==> src/rtl/rep3_pkg.sv <==
// Shared constants and frame helpers for the triple-repetition receive decoder.
// Pure declarations; no timing or flow control of its own.
package rep3_pkg;

  localparam int DATA_W  = 4;
  localparam int REP     = 3;
  localparam int FRAME_W = DATA_W * REP;

  typedef logic [FRAME_W-1:0] frame_t;
  typedef logic [REP-1:0]     group_t;
  typedef logic [DATA_W-1:0]  payload_t;

  // Repetition group k occupies frame[3k+2:3k].
  function automatic group_t frame_group(input frame_t frame, input int k);
    group_t g;
    for (int i = 0; i < REP; i++) begin
      g[i] = frame[k*REP + i];
    end
    return g;
  endfunction

endpackage

==> src/rtl/rep3_majority_decoder_majority3.sv <==
// 2-of-3 majority voter with a non-unanimous flag; purely combinational.
// Zero latency, no flow control.
module majority3 (
  input  logic a,
  input  logic b,
  input  logic c,
  output logic y,
  output logic err
);

  assign y   = (a & b) | (a & c) | (b & c);
  assign err = ~((a == b) && (b == c));

endmodule

==> src/rtl/rep3_majority_decoder.sv <==
// Triple-repetition frame decoder: per-group majority vote plus correction flags.
// One-cycle registered latency, one frame per clock, no backpressure.
module rep3_majority_decoder #(
  parameter int DATA_W = 4,
  parameter int REP    = 3
) (
  input  logic                  clk,
  input  logic                  rst,
  input  logic [DATA_W*REP-1:0] data_in,
  input  logic                  in_valid,
  output logic [DATA_W-1:0]     data_out,
  output logic                  out_valid,
  output logic [DATA_W-1:0]     corrected
);

  import rep3_pkg::*;

  logic [DATA_W-1:0] vote;
  logic [DATA_W-1:0] vote_err;

  for (genvar k = 0; k < DATA_W; k++) begin : g_vote
    majority3 u_maj (
      .a   (data_in[k*REP + 2]),
      .b   (data_in[k*REP + 1]),
      .c   (data_in[k*REP + 0]),
      .y   (vote[k]),
      .err (vote_err[k])
    );
  end

  // Outputs hold between accepted frames; the strobe marks only the load cycle.
  always_ff @(posedge clk or posedge rst) begin
    if (rst) begin
      data_out  <= '0;
      corrected <= '0;
      out_valid <= 1'b0;
    end else begin
      out_valid <= in_valid;
      if (in_valid) begin
        data_out  <= vote;
        corrected <= vote_err;
      end
    end
  end

endmodule

==> config.mk <==
export PLATFORM = sky130hd
export DESIGN_NAME = rep3_majority_decoder
export DESIGN_NICKNAME = d
export VERILOG_FILES = /design/src/rtl/rep3_pkg.sv /design/src/rtl/rep3_majority_decoder_majority3.sv /design/src/rtl/rep3_majority_decoder.sv
export SDC_FILE = /design/constraint.sdc
export NUM_CORES = 1
export LEC_CHECK = 0
export CORE_AREA = 3 3 40 42
export DETAILED_ROUTE_END_ITERATION = 8
export DIE_AREA = 0 0 43 45
export GPL_ROUTABILITY_DRIVEN = 0
export HOLD_SLACK_MARGIN = 0.08
export PLACE_DENSITY = 0.74
export SYNTH_ARGS = -nofsm -noshare
export SYNTH_HDL_FRONTEND = slang
export SYNTH_SLANG_ARGS = --single-unit
==> constraint.sdc <==
create_clock -name clk -period 0.8 [get_ports clk]
set_input_delay 0.16 -clock clk [delete_from_list [all_inputs] [get_ports clk]]
set_output_delay 0.16 -clock clk [all_outputs]
set_load 0.02 [all_outputs]
==> flow_metrics.py <==
metrics = {
    "sta": {
        "finalCritPeriodShare_pct": 118,
        "maxSlewHeadroom_pct": 77.8,
        "layout_setup_ws_ns": -0.143,
        "final-setup-viol-count": 9,
        "period_minus_slack_ns": 0.943,
        "tns_ns": -1.19,
        "worst_slew_pin_slew_ns": 0.333,
        "rsz0062_at_grt": "yes",
        "max_freq_mhz": 1060,
        "holdWs_ns": 0.156,
        "hold_violations": 0,
        "slew_violations": 0,
        "clock_skew_ns": 0,
    },
    "detailed_routing": {
        "vias_per_cell": 4.83,
        "dr_total_vias": 430,
        "antenna_left": 0,
        "drt_wl_total_microns": 993,
        "drt-initial-drc-count": 0,
        "wl_per_cell_microns": 11.2,
        "firstDrtPassIters": 1,
        "drc": 0,
    },
    "setup_path": {
        "worst_setup_path_start_kind": "flop",
        "timing.rr.start": "corrected[1]",
        "critical_path_depth": 1,
        "reg2reg_to": "corrected[1]",
        "worstSetupStartpoint": "corrected[1]",
        "worst-path-max-fanout": 2,
        "critPathTopFamily": "flip-flops",
        "cpPeakStageDelay_ns": 0.39,
        "worstSetupEndpointType": "output port",
        "path_cells": "buf_6",
        "cpMaxStageDelayCell": "dfrtp_1",
        "worstPathRequired_ns": 0.64,
        "critPathBufInv": 1,
        "crit_end": "corrected[1]",
        "worstPathArrival_ns": 0.78,
        "reg2reg_depth": 3,
        "path_class": "flop to output port",
        "r2r_slack_ns": 0.03,
    },
    "global_routing": {
        "grt_max_degree": 12,
        "grt_pass1_vias": 408,
        "grt_overflow": 0,
        "track_usage_pct": 11.5,
        "antenna_found_initial": 0,
        "grt_pass1_wl_microns": 1640,
    },
    "yosys": {
        "synth_largest_area_cell": "dfrtp_1",
        "avgSynthCellArea_sq_um": 11.1,
        "netlist.area_leader.share_pct": 46.2,
        "yosysWarnings": 0,
        "synth_seq_area_share_pct": 46.2,
        "synth_commonest_cells": "nor2_1 (10), dfrtp_1 (9), ha_1 (8)",
        "synthTopCellsByArea": "dfrtp_1 (46%), ha_1 (21%), nor2_1 (7.7%)",
        "synth_edf_count": 0,
        "ys_ff_latch": 9,
        "synth_cell_types": 10,
        "async_flop_share_pct": 100,
        "synth_flop_cell": "dfrtp_1",
        "postSynthCellCount": 44,
        "netlist_area_sq_um": 488,
        "yosysMostFrequentCell": "nor2_1",
        "syn_nets": 67,
    },
    "clocking": {
        "cts_made_buffers": 3,
        "tritoncts": "yes",
        "clock_sinks": 9,
        "ctsHtreeMaxLevel": 1,
        "clk_pin_slew_ns": 0.06,
        "clock_path_buffers": 2,
        "cts_root_buf": "clkbuf_4",
        "insertion_delay_ns": 0.25,
    },
    "layout": {
        "syn2layout_area_growth_pct": 67.7,
        "nets": 98,
        "drive_gt1_share_pct": 43.2,
        "final-instance-count-excl-fill": 89,
        "postLayoutCoreUtil_pct": 63.7,
        "diodes": 0,
        "final_area_sq_um": 818,
    },
    "power": {
        "leakagePower_nw": 0.373,
        "finalPower_mw": 1.29,
        "p_int_uw": 921,
        "combPwrFrac_pct": 32.2,
        "ir_worst_vdd_mv": 1.24,
        "clock_power_share_pct": 26.2,
        "p_seq_share_pct": 41.7,
        "p_sw_share_pct": 28.7,
        "p_sw_uw": 371,
        "p_per_area_nw_per_um2": 1580,
    },
    "place": {
        "post_dp_cell_area_sq_um": 728,
        "dp.cells": 83,
        "io_buffers": 23,
        "preCtsSetupSlack_ns": -0.454,
    },
    "outcome": {
        "status": "finished with violations",
        "violations": "negative setup slack",
    },
    "die": {
        "rows": 13,
        "die_w_microns": 43,
        "dieArea_sq_um": 1940,
        "core_area_sq_um": 1280,
        "io_pins": 24,
        "die_h_microns": 45,
        "initial_core_util_pct": 38.0,
    },
    "min_path": {
        "hold_class": "primary input to asynchronous set/reset pin",
    },
    "job": {
        "maxCapViolations": 0,
    },
}
registers in the layout, indices dropped and copies added (netlist names):
signal	flops
corrected	4
data_out	4
out_valid	1
power groups by stage:
stage               Sequential, mW  Combinational, mW  Clock [mW]
finish                       0.539              0.416       0.338
global route                 0.544              0.452       0.383
CTS                          0.539              0.402       0.353
detailed placement           0.538              0.382           0
global placement             0.537              0.374           0
floorplan                    0.600              0.118           0
worst min-delay path by stage:
stage	slack, ns	from	cells past startpoint	to
global route	0.18	rst	2	data_out[1]
CTS	0.16	rst	2	corrected[1]
global placement	0.44	rst	2	corrected[1]
floorplan	-0.01	rst	1	corrected[0]
finish	0.16	rst	2	corrected[1]
detailed placement	0.44	rst	2	corrected[1]
cell families (layout without fill, tap and decap cells):
logic type | after synthesis | after routing | synth area share, %
compound gates | 12 | 12 | 15.9
simple gates | 12 | 12 | 10.3
flops | 9 | 9 | 46.2
fa+ha+maj | 8 | 8 | 20.5
buf+inv | 3 | 33 | 7.18
routing by layer:
metal / vias up / track usage [%] / part of all wire [%]
met4: 0 / 3.61 / 0
met2: 16 / 19.8 / 50
met5: - / 0 / 0
met1: 199 / 12.1 / 40
li1: 215 / - / -
met3: 0 / 6.37 / 9.5
cell type report:
class / instances / area (sq um)
multi-input combinational: 32 / 270
tap: 15 / 18.8
inverter: 1 / 3.75
timing repair buffer: 28 / 274
fill: 115 / 467
clock buffer: 4 / 26.3
sequential: 9 / 225
placed cells by master, fill, tap and decap left out, types with 3 or more instances in the layout:
cell / netlist / routed
dlygate4sd2_1: 0 / 12
buf_6: 1 / 11
nor2_1: 10 / 9
dfrtp_1: 9 / 9
a21oi_1: 6 / 6
ha_2: 0 / 6
a211oi_2: 0 / 4
clkbuf_4: 0 / 3
buf_4: 0 / 3
what timing repair did:
item	in CTS	in global routing
buffers inserted	1	1
setup endpoints to repair	17	15
gates resized for setup	77	4
pin swaps	1	0
hold buffers	0	0
cloned	0	0
No activity file was read; power rests on OpenSTA's default activity.
